`src/rtl/ntt_pkg.sv`:
```
// Shared types and constants for the sequential NTT engine.
// Imported by the engine top and its modular multiplier.
package ntt_pkg;

    localparam int NTT_N = 16;
    localparam int NTT_W = 8;

    typedef enum logic [1:0] {
        IDLE,
        LOAD,
        COMPUTE,
        OUT
    } state_t;

    function automatic int clog2_safe(input int n);
        return (n < 2) ? 1 : $clog2(n);
    endfunction

endpackage

```
`src/rtl/ntt_mod_mul.sv`:
```
// Combinational modular multiply: p = (a*b) mod q.
// A zero modulus yields zero instead of an undefined remainder.
module ntt_mod_mul
    import ntt_pkg::*;
#(
    parameter int W = NTT_W
) (
    input  logic [W-1:0] a,
    input  logic [W-1:0] b,
    input  logic [W-1:0] q,
    output logic [W-1:0] p
);

    logic [2*W-1:0] prod;

    always_comb begin
        prod = a * b;
        if (q == '0) begin
            p = '0;
        end else begin
            p = W'(prod % (2*W)'(q));
        end
    end

endmodule

```
`src/rtl/ntt_seq_engine.sv`:
```
// Sequential N-point forward/inverse NTT over a runtime modulus q.
// One MAC per cycle; results streamed out with index.
module ntt_seq_engine
    import ntt_pkg::*;
#(
    parameter int N  = NTT_N,
    parameter int W  = NTT_W,
    parameter int IW = clog2_safe(N)
) (
    input  logic          clk,
    input  logic          rst_n,
    input  logic          start,
    input  logic          inverse,
    input  logic [W-1:0]  q,
    input  logic [W-1:0]  w,
    input  logic [W-1:0]  n_inv,
    input  logic          in_valid,
    output logic          in_ready,
    input  logic [W-1:0]  in_data,
    output logic          out_valid,
    input  logic          out_ready,
    output logic [W-1:0]  out_data,
    output logic [IW-1:0] out_index,
    output logic          busy,
    output logic          done,
    output logic          err
);

    state_t state_q, state_d;

    logic [W-1:0]  q_r, w_r, ninv_r;
    logic          inv_r;
    logic [W-1:0]  x [N];
    logic [W-1:0]  y [N];
    logic [IW-1:0] i, j, k;
    logic [W-1:0]  acc, tw, step, step_nx;
    logic          done_q, err_q;

    logic          last_i, last_j, last_k;
    logic [W-1:0]  a_a, a_b, p_a;
    logic [W-1:0]  b_a, b_b, p_b;
    logic [W:0]    acc_sum;
    logic [W-1:0]  acc_nx, y_val;

    assign last_i = (i == IW'(N-1));
    assign last_j = (j == IW'(N-1));
    assign last_k = (k == IW'(N-1));

    // While loading, multiplier A reduces the incoming coefficient (x*1 mod q).
    always_comb begin
        a_a = x[j];
        a_b = tw;
        if (state_q == LOAD) begin
            a_a = in_data;
            a_b = W'(1);
        end
    end

    ntt_mod_mul #(.W(W)) u_mul_a (
        .a (a_a),
        .b (a_b),
        .q (q_r),
        .p (p_a)
    );

    always_comb begin
        acc_sum = {1'b0, acc} + {1'b0, p_a};
        if (acc_sum >= {1'b0, q_r}) begin
            acc_nx = W'(acc_sum - {1'b0, q_r});
        end else begin
            acc_nx = acc_sum[W-1:0];
        end
    end

    // Multiplier B: tw=1 at j=0 so it is free to advance the row step;
    // at the row end it scales the sum by n_inv.
    always_comb begin
        b_a = tw;
        b_b = step;
        unique case (1'b1)
            (j == '0): begin
                b_a = step;
                b_b = w_r;
            end
            last_j: begin
                b_a = acc_nx;
                b_b = ninv_r;
            end
            default: begin
                b_a = tw;
                b_b = step;
            end
        endcase
    end

    ntt_mod_mul #(.W(W)) u_mul_b (
        .a (b_a),
        .b (b_b),
        .q (q_r),
        .p (p_b)
    );

    assign y_val = inv_r ? p_b : acc_nx;

    always_ff @(posedge clk or negedge rst_n) begin
        if (!rst_n) begin
            state_q <= IDLE;
        end else begin
            state_q <= state_d;
        end
    end

    always_comb begin
        state_d = state_q;
        unique case (state_q)
            IDLE: begin
                if (start && (q >= W'(2))) state_d = LOAD;
            end
            LOAD: begin
                if (in_valid && last_j) state_d = COMPUTE;
            end
            COMPUTE: begin
                if (last_j && last_i) state_d = OUT;
            end
            OUT: begin
                if (out_ready && last_k) state_d = IDLE;
            end
        endcase
    end

    always_ff @(posedge clk or negedge rst_n) begin
        if (!rst_n) begin
            q_r     <= '0;
            w_r     <= '0;
            ninv_r  <= '0;
            inv_r   <= 1'b0;
            i       <= '0;
            j       <= '0;
            k       <= '0;
            acc     <= '0;
            tw      <= '0;
            step    <= '0;
            step_nx <= '0;
            done_q  <= 1'b0;
            err_q   <= 1'b0;
            for (int n = 0; n < N; n++) begin
                x[n] <= '0;
                y[n] <= '0;
            end
        end else begin
            done_q <= 1'b0;
            err_q  <= 1'b0;
            unique case (state_q)
                IDLE: begin
                    if (start) begin
                        if (q >= W'(2)) begin
                            q_r    <= q;
                            w_r    <= w;
                            ninv_r <= n_inv;
                            inv_r  <= inverse;
                            i      <= '0;
                            j      <= '0;
                            k      <= '0;
                            acc    <= '0;
                            tw     <= W'(1);
                            step   <= W'(1);
                        end else begin
                            err_q <= 1'b1;
                        end
                    end
                end
                LOAD: begin
                    if (in_valid) begin
                        x[j] <= p_a;
                        j    <= last_j ? '0 : j + 1'b1;
                    end
                end
                COMPUTE: begin
                    if (j == '0) begin
                        tw      <= step;
                        step_nx <= p_b;
                        acc     <= acc_nx;
                        j       <= j + 1'b1;
                    end else if (last_j) begin
                        y[i] <= y_val;
                        step <= step_nx;
                        tw   <= W'(1);
                        acc  <= '0;
                        j    <= '0;
                        i    <= last_i ? '0 : i + 1'b1;
                        k    <= '0;
                    end else begin
                        tw  <= p_b;
                        acc <= acc_nx;
                        j   <= j + 1'b1;
                    end
                end
                OUT: begin
                    if (out_ready) begin
                        if (last_k) begin
                            done_q <= 1'b1;
                            k      <= '0;
                        end else begin
                            k <= k + 1'b1;
                        end
                    end
                end
            endcase
        end
    end

    assign in_ready  = (state_q == LOAD);
    assign out_valid = (state_q == OUT);
    assign out_data  = out_valid ? y[k] : '0;
    assign out_index = out_valid ? k : '0;
    assign busy      = (state_q != IDLE);
    assign done      = done_q;
    assign err       = err_q;

endmodule
```
`config.mk`:
```
export PLATFORM = sky130hd
export DESIGN_NAME = ntt_seq_engine
export DESIGN_NICKNAME = d
export VERILOG_FILES = /design/src/rtl/ntt_pkg.sv /design/src/rtl/ntt_mod_mul.sv /design/src/rtl/ntt_seq_engine.sv
export SDC_FILE = /design/constraint.sdc
export NUM_CORES = 2
export LEC_CHECK = 0
export CORE_ASPECT_RATIO = 0.75
export CORE_MARGIN = 5
export CORE_UTILIZATION = 37
export CTS_CLUSTER_SIZE = 10
export DETAILED_ROUTE_END_ITERATION = 7
export GPL_TIMING_DRIVEN = 0
export PLACE_DENSITY_LB_ADDON = 0.25
export SYNTH_ARGS = -nofsm -noshare
export SYNTH_HDL_FRONTEND = slang
export SYNTH_HIERARCHICAL = 1
export SYNTH_SLANG_ARGS = --single-unit
```
`constraint.sdc`:
```
create_clock -name clk -period 65.7 [get_ports clk]
set_input_delay 6.57 -clock clk [delete_from_list [all_inputs] [get_ports clk]]
set_output_delay 6.57 -clock clk [all_outputs]
set_load 0.005 [all_outputs]
```
=== Word level (Yosys, flattened, before mapping) ===
Index checks and enable logic that the tools add are counted.

* Flip-flop bits (word level): 329
* Bits of input ports: 38
* Output and inout port bits: 17
* Logic and storage cells: 165

* Add/sub/neg operators: 5
* $mul: 2
* Div/mod/pow operators: 2
* $lt $le $gt $ge: 7
* Equal/unequal tests: 16
* Mux-type cells: 61
* Bitwise operators: 4
* Reductions and logical operators: 22

{| class="wikitable"
|+ Operator list
! operator !! count
|-
| $bwmux 128 || 2
|-
| $mux 8 || 23
|-
| $pmux 8 s2 || 5
|-
| $bmux 8 s4 || 2
|-
| $demux 8 s4 || 2
|-
| $mux 4 || 13
|-
| $mod 16x8->16 || 2
|-
| $mul 8x8->16 || 2
|-
| $pmux 4 s3 || 2
|-
| $ge 5x5->1 const B || 3
|-
| $not 4->5 || 3
|-
| $ne 2x2->1 const B || 7
|-
| $add 4x1->4 const B || 3
|-
| $eq 4x4->1 const B || 3
|-
| $lt 5x1->1 const B || 2
|-
| $add 8x8->9 || 1
|-
| $ge 9x8->1 || 1
|-
| $reduce_and 3->1 || 3
|-
| $ge 8x2->1 const B || 1
|-
| $logic_not 8->1 || 1
|-
| $mux 2 || 4
|-
| $pmux 2 s4 || 1
|-
| $pmux 4 s2 || 1
|-
| $reduce_and 4->1 || 2
|-
| 14 further kinds || 30
|}

=== Depth between registers and ports, before layout ===
* Word-level depth: 18
* Depth in mapped cells: 363
* Gate-level depth less buffers: 343

=== Hierarchy ===
Netlist, hierarchy kept.

{| class="wikitable"
|+ Modules (own cells, without submodules)
! module !! instances !! cells an instance !! area an instance (µm²) !! sequential area each (µm²)
|-
| ntt_seq_engine || 1 || 1274 || 16335.7 || 8232.9
|-
| ntt_mod_mul (u_mul_b) || 1 || 1077 || 8080.2 || 0.0
|-
| ntt_mod_mul (u_mul_a) || 1 || 1054 || 8000.2 || 0.0
|}

=== Least setup slack after synthesis ===
Ideal clock, no wire load.

* Path kind: input-to-reg
* Start point: in in_data[2]
* End point: reg y[55] in the netlist's numbering
* Library setup time: 148 ps
* Data arrival time: 75393 ps
* Required time: 65552 ps
* Slack: -9841 ps
* Stages on the path: 339
* Path buffers: 19
* Cells stage by stage: mux2_2 > and2_1 > fa_1 > fa_1 > fa_1 > inv_1 > fa_1 > inv_1 > ha_1 > clkbuf_1 > nor3_1 > nor3_1 > o21a_1 > o41ai_4 > xnor2_1 > ha_1 > a21oi_1 > ha_1 > (+303 left out) > mux2_2 > ha_1 > nor2b_1 > o21ai_0 > nand2b_1 > a21o_1 > a21oi_1 > o21ai_0 > a21o_1 > a21oi_1 > o211ai_1 > a2111o_1 > nor2_1 > o31ai_1 > and2_1 > a31oi_2 > buf_2 > a21oi_1

* Longest elaborated chain between the ends: 13
* Elaborated cells between the ends (all ways): 14
* Those cells by class: add/sub: 2; mul: 2; div: 2; order compare: 1; mux: 7

{| class="wikitable"
|+ RTL lines
! element !! line !! text
|-
| start, declared || ntt_seq_engine.sv:19 || <nowiki>input logic [W-1:0] in_data,</nowiki>
|-
| $mux 8 (*) || ntt_seq_engine.sv:53 || <nowiki>if (state_q == LOAD) begin</nowiki>
|-
| $mul 8x8->16 (*) || ntt_mod_mul.sv:17 || <nowiki>prod = a * b;</nowiki>
|-
| $mod 16x8->16 (*) || ntt_mod_mul.sv:21 || <nowiki>p = W'(prod % (2*W)'(q));</nowiki>
|-
| $mux 8 (*) || ntt_mod_mul.sv:18 || <nowiki>if (q == '0) begin</nowiki>
|-
| named net p_a[0] || ntt_seq_engine.sv:40 || <nowiki>logic [W-1:0] a_a, a_b, p_a;</nowiki>
|-
| $add 8x8->9 (*) || ntt_seq_engine.sv:67 || <nowiki>acc_sum = {1'b0, acc} + {1'b0, p_a};</nowiki>
|-
| $sub 8x8->8 / $ge 9x8->1 (equally long branches) || ntt_seq_engine.sv:69, ntt_seq_engine.sv:68 ||
|-
| $mux 8 (*) || ntt_seq_engine.sv:68 || <nowiki>if (acc_sum >= {1'b0, q_r}) begin</nowiki>
|-
| $pmux 8 s2 (*) || ntt_seq_engine.sv:80 || <nowiki>unique case (1'b1)</nowiki>
|-
| named net b_a[6] || ntt_seq_engine.sv:41 || <nowiki>logic [W-1:0] b_a, b_b, p_b;</nowiki>
|-
| $mul 8x8->16 (*) || ntt_mod_mul.sv:17 ||
|-
| $mod 16x8->16 (*) || ntt_mod_mul.sv:21 ||
|-
| $mux 8 (*) || ntt_mod_mul.sv:18 ||
|-
| named net p_b[7] || ntt_seq_engine.sv:41 ||
|-
| $mux 8 (*) || ntt_seq_engine.sv:103 || <nowiki>assign y_val = inv_r ? p_b : acc_nx;</nowiki>
|-
| $bwmux 128 (*) || ntt_seq_engine.sv:185 || <nowiki>y[i] <= y_val;</nowiki>
|-
| end signal, assigned by index || ntt_seq_engine.sv:185 ||
|-
| end, declared || ntt_seq_engine.sv:34 || <nowiki>logic [W-1:0] y [N];</nowiki>
|}

The timed path passes the listed nets; every way through them passes the cells marked *.
A chain may end at the register's enable or synchronous reset.

=== Worst setup path after layout ===
* Start point: in in_data[6]
* End point: reg y[43] in the netlist's numbering

* Longest elaborated chain between the ends: 13
* Elaborated cells between the ends (all ways): 14
* Those cells by class: add/sub: 2; mul: 2; div: 2; order compare: 1; mux: 7

{| class="wikitable"
|+ RTL lines
! element !! line
|-
| $mux 8 (*) || ntt_seq_engine.sv:53
|-
| named net a_a[6] || ntt_seq_engine.sv:40
|-
| $mul 8x8->16 (*) || ntt_mod_mul.sv:17
|-
| $mod 16x8->16 (*) || ntt_mod_mul.sv:21
|-
| $mux 8 (*) || ntt_mod_mul.sv:18
|-
| named net p_a[0] || ntt_seq_engine.sv:40
|-
| $add 8x8->9 (*) || ntt_seq_engine.sv:67
|-
| $sub 8x8->8 / $ge 9x8->1 (equally long branches) || ntt_seq_engine.sv:69, ntt_seq_engine.sv:68
|-
| $mux 8 (*) || ntt_seq_engine.sv:68
|-
| $pmux 8 s2 (*) || ntt_seq_engine.sv:80
|-
| named net b_a[6] || ntt_seq_engine.sv:41
|-
| $mul 8x8->16 (*) || ntt_mod_mul.sv:17
|-
| $mod 16x8->16 (*) || ntt_mod_mul.sv:21
|-
| $mux 8 (*) || ntt_mod_mul.sv:18
|-
| named net p_b[3] || ntt_seq_engine.sv:41
|-
| $mux 8 (*) || ntt_seq_engine.sv:103
|-
| $bwmux 128 (*) || ntt_seq_engine.sv:185
|}

Marks and branches as above.

==> impl_results.md <==
- Syn nets: 3825
- Reg-to-reg slack, setup: -2120 ps
- Largest net degree at the start of global routing: 115
- Die Span Y: 266 µm
- Die ar.: 0.0937 mm²
- Core Area: 0.0873 mm²
- FF-to-FF End: y[43]$_DFFE_PN0P_
- Skew final: 17.2 ps
- Max-cap violations: 0
- Number of antenna violations at the first check in global routing: 2
- Sinks on Clock Net: 329
- Status: complete, but fails checks
- Util after Layout: 0.498
- Clock tree buffer depth: 3
- Filler Cell Count: 7912
- Critical path data required time: 66150 ps
- Worst reg2reg path startpoint: j[1]$_DFFE_PN0P_
- Slew Limit Headroom: 0.115
- Top cell type by total area after synthesis: dfrtp_1
- Post-Syn Instances: 3405
- Crit-path max FO: 10
- Clock Pin Slew Worst Setup and Hold Paths: 60 ps
- CP Capture Point: y[43]$_DFFE_PN0P_
- GRT overflow: 0
- Nets: 4406
- Crit-path leading delay family: compound AO/OA/AOI/OAI gates
- HP Class: reg -> reg
- Htree depth: 2
- RSZ-0062 raised after global routing: true
- Seq. cell area: 0.00823 mm²
- Crit share post-route: 1.09
- DRC: 0
- Top-area cell type share of the netlist area: 0.254
- GPL Wtd Cong: 0.874
- Final hold violations: 0
- Multi-input logic area: 0.0268 mm²
- Worst Reg-to-Reg Cells: 349
- Yosys reg bits: 329
- Fmax: 14.0 MHz
- Worst path bufs/invs: 49
- Drt first pass iters: 8
- CP max stage delay: 550 ps
- CP dominant cell by count: o21a_1
- Failing checks: negative setup slack
- Synth Cell Area: 0.0324 mm²
- Syn-to-layout area delta: 34.2%
- EDFF count, synth: 0
- Yosys Warn Count: 6
- Fraction of layout cells with a size suffix above 1: 0.371
- Unique masters post-synth: 127
- Vias: 29000
- Die width: 352 µm
- Initial DRC count: 1951
- Avg Inst Size Synth: 9.52 µm²
- Dominant cells by area after synthesis: dfrtp_1, ha_1, mux2_2
- Most frequent cells in the layout: buf_4, dfrtp_1, nand2_1, ha_1, nor2_1
- CTS buffer count: 39
- Max Slew Vio Count: 0
- Critical Path End Type: flop
- Row count: 94
- Via density per instance: 5.64
- Crit path max-delay cell type: fa_1
- Final setup violation count: 144
- Hold buffers post-CTS: 0
- Hpwl dp: 69800 µm
- Worst setup margin: -5810 ps
- Wire per inst: 19.8 µm
- CTS tree: built
- Asr flop ratio synth: 1.00
- Final WL: 102000 µm
- Root buf cell: clkbuf_16
- Worst Path Arrival: 71960 ps
- Global-route wire length before repair: 159000 µm
- Register area share after synthesis: 0.254
- Synth Flop Type: dfrtp_1
- Clock latency on the worst-skew pair: 560 ps
- Antenna-violating nets left: 0
- Crit. Startpoint: in_data[6]
- Setup crit start kind: input pin
- WP depth: 346
- Worst-margin pin slew: 1330 ps
- Initial Util: 0.371
- Critical path class: in -> reg
- I/O pin count: 55
- Vias in the first global route: 28600
- Commonest non-fill, non-tap cell in the layout: buf_4
- Min Tclk post-route: 71510 ps
- Overall Global Routing Usage: 0.211
- I/O Buffers: 54
## registers in the layout, indices dropped and copies added, names as in the netlist, 8 cells and up
register and flops:
q_r 8, step_nx 8, w_r 8, acc 8
step 8, tw 8, x 128, y 128
ninv_r 8
## metal layers
metal	global-route usage	vias up	part of all wire
li1	-	13700	-
met1	0.310	14600	0.48
met2	0.334	636	0.46
met3	0.0275	116	0.046
met4	0.0429	2	0.019
met5	0	-	0.00013
## synthesized netlist by cell type, drive strengths merged (45+ instances only)
cell	n
a21o	68
a21oi	179
a31oi	49
and2	135
clkbuf	65
dfrtp	329
fa	76
ha	306
inv	174
mux2	288
mux4	80
nand2	268
nand2b	47
nand3	50
nor2	267
nor2b	51
nor3	107
o21a	86
o21ai	162
xnor2	66
xor2	45
## worst min path at each step
stage,startpoint,endpoint,cells past startpoint
floorplan,y[74]$_DFFE_PN0P_,y[74]$_DFFE_PN0P_,2
global placement,y[66]$_DFFE_PN0P_,y[66]$_DFFE_PN0P_,2
detailed placement,y[66]$_DFFE_PN0P_,y[66]$_DFFE_PN0P_,2
CTS,y[10]$_DFFE_PN0P_,y[10]$_DFFE_PN0P_,2
global route,y[66]$_DFFE_PN0P_,y[66]$_DFFE_PN0P_,2
finish,y[66]$_DFFE_PN0P_,y[66]$_DFFE_PN0P_,2
## layout make-up
type | count | area share
Buffer | 95 | 0.0154
Sequential cell | 329 | 0.189
Antenna cell | 1 | 0.0000575
Inverter | 174 | 0.0150
Tap cell | 1152 | 0.0331
Timing Repair Buffer | 545 | 0.107
Clock buffer | 42 | 0.0229
Multi-Input combinational cell | 2802 | 0.615
Clock inverter | 5 | 0.00207
## cells by family after synthesis
| logic type | count (synthesis) | synth area share |
|---|---|---|
| and+or+nand+nor | 1073 | 0.167 |
| AOI/OAI and AO/OA | 827 | 0.181 |
| muxes | 408 | 0.168 |
| adders and majority gates | 383 | 0.165 |
| DFF | 329 | 0.254 |
| buffers and inverters | 274 | 0.0349 |
| xor gates and xnor gates | 111 | 0.0300 |
## worst register-to-register path, delay by kind of cell, from the launching register on
kind / cells / cell delay, ps
compound gates: 157 / 29160
fa+ha+maj: 45 / 13570
simple gates: 76 / 11490
buf+inv: 50 / 7160
mux: 17 / 5450
xor+xnor: 4 / 580
flops: 1 / 380
## repair_timing
action,4_1_cts,5_1_grt
resized for setup,409,163
setup buffers,372,115
cloned,9,2
endpoints found under the setup margin,144,144
pin swaps,317,222
## per-stage QoR
stage | cell area, µm² | hold WS, ps | setup TNS, ps | instances | worst slack [ps]
final | 43500 | 473 | -816150 | 5145 | -5810
after global routing | 43500 | 500 | -1211220 | 5144 | -8560
after CTS | 41800 | 473 | -639420 | 5035 | -4590
after detailed placement | 35900 | 465 | -1856640 | 4614 | -13280
after global placement | 35800 | 460 | -1880930 | 4611 | -13490
after floorplan | 33800 | 443 | -429180 | 3405 | -3140
Power is left out: the tool's default activity adds up to more than one toggle a clock period on the data nets, which glitch-free logic cannot reach.
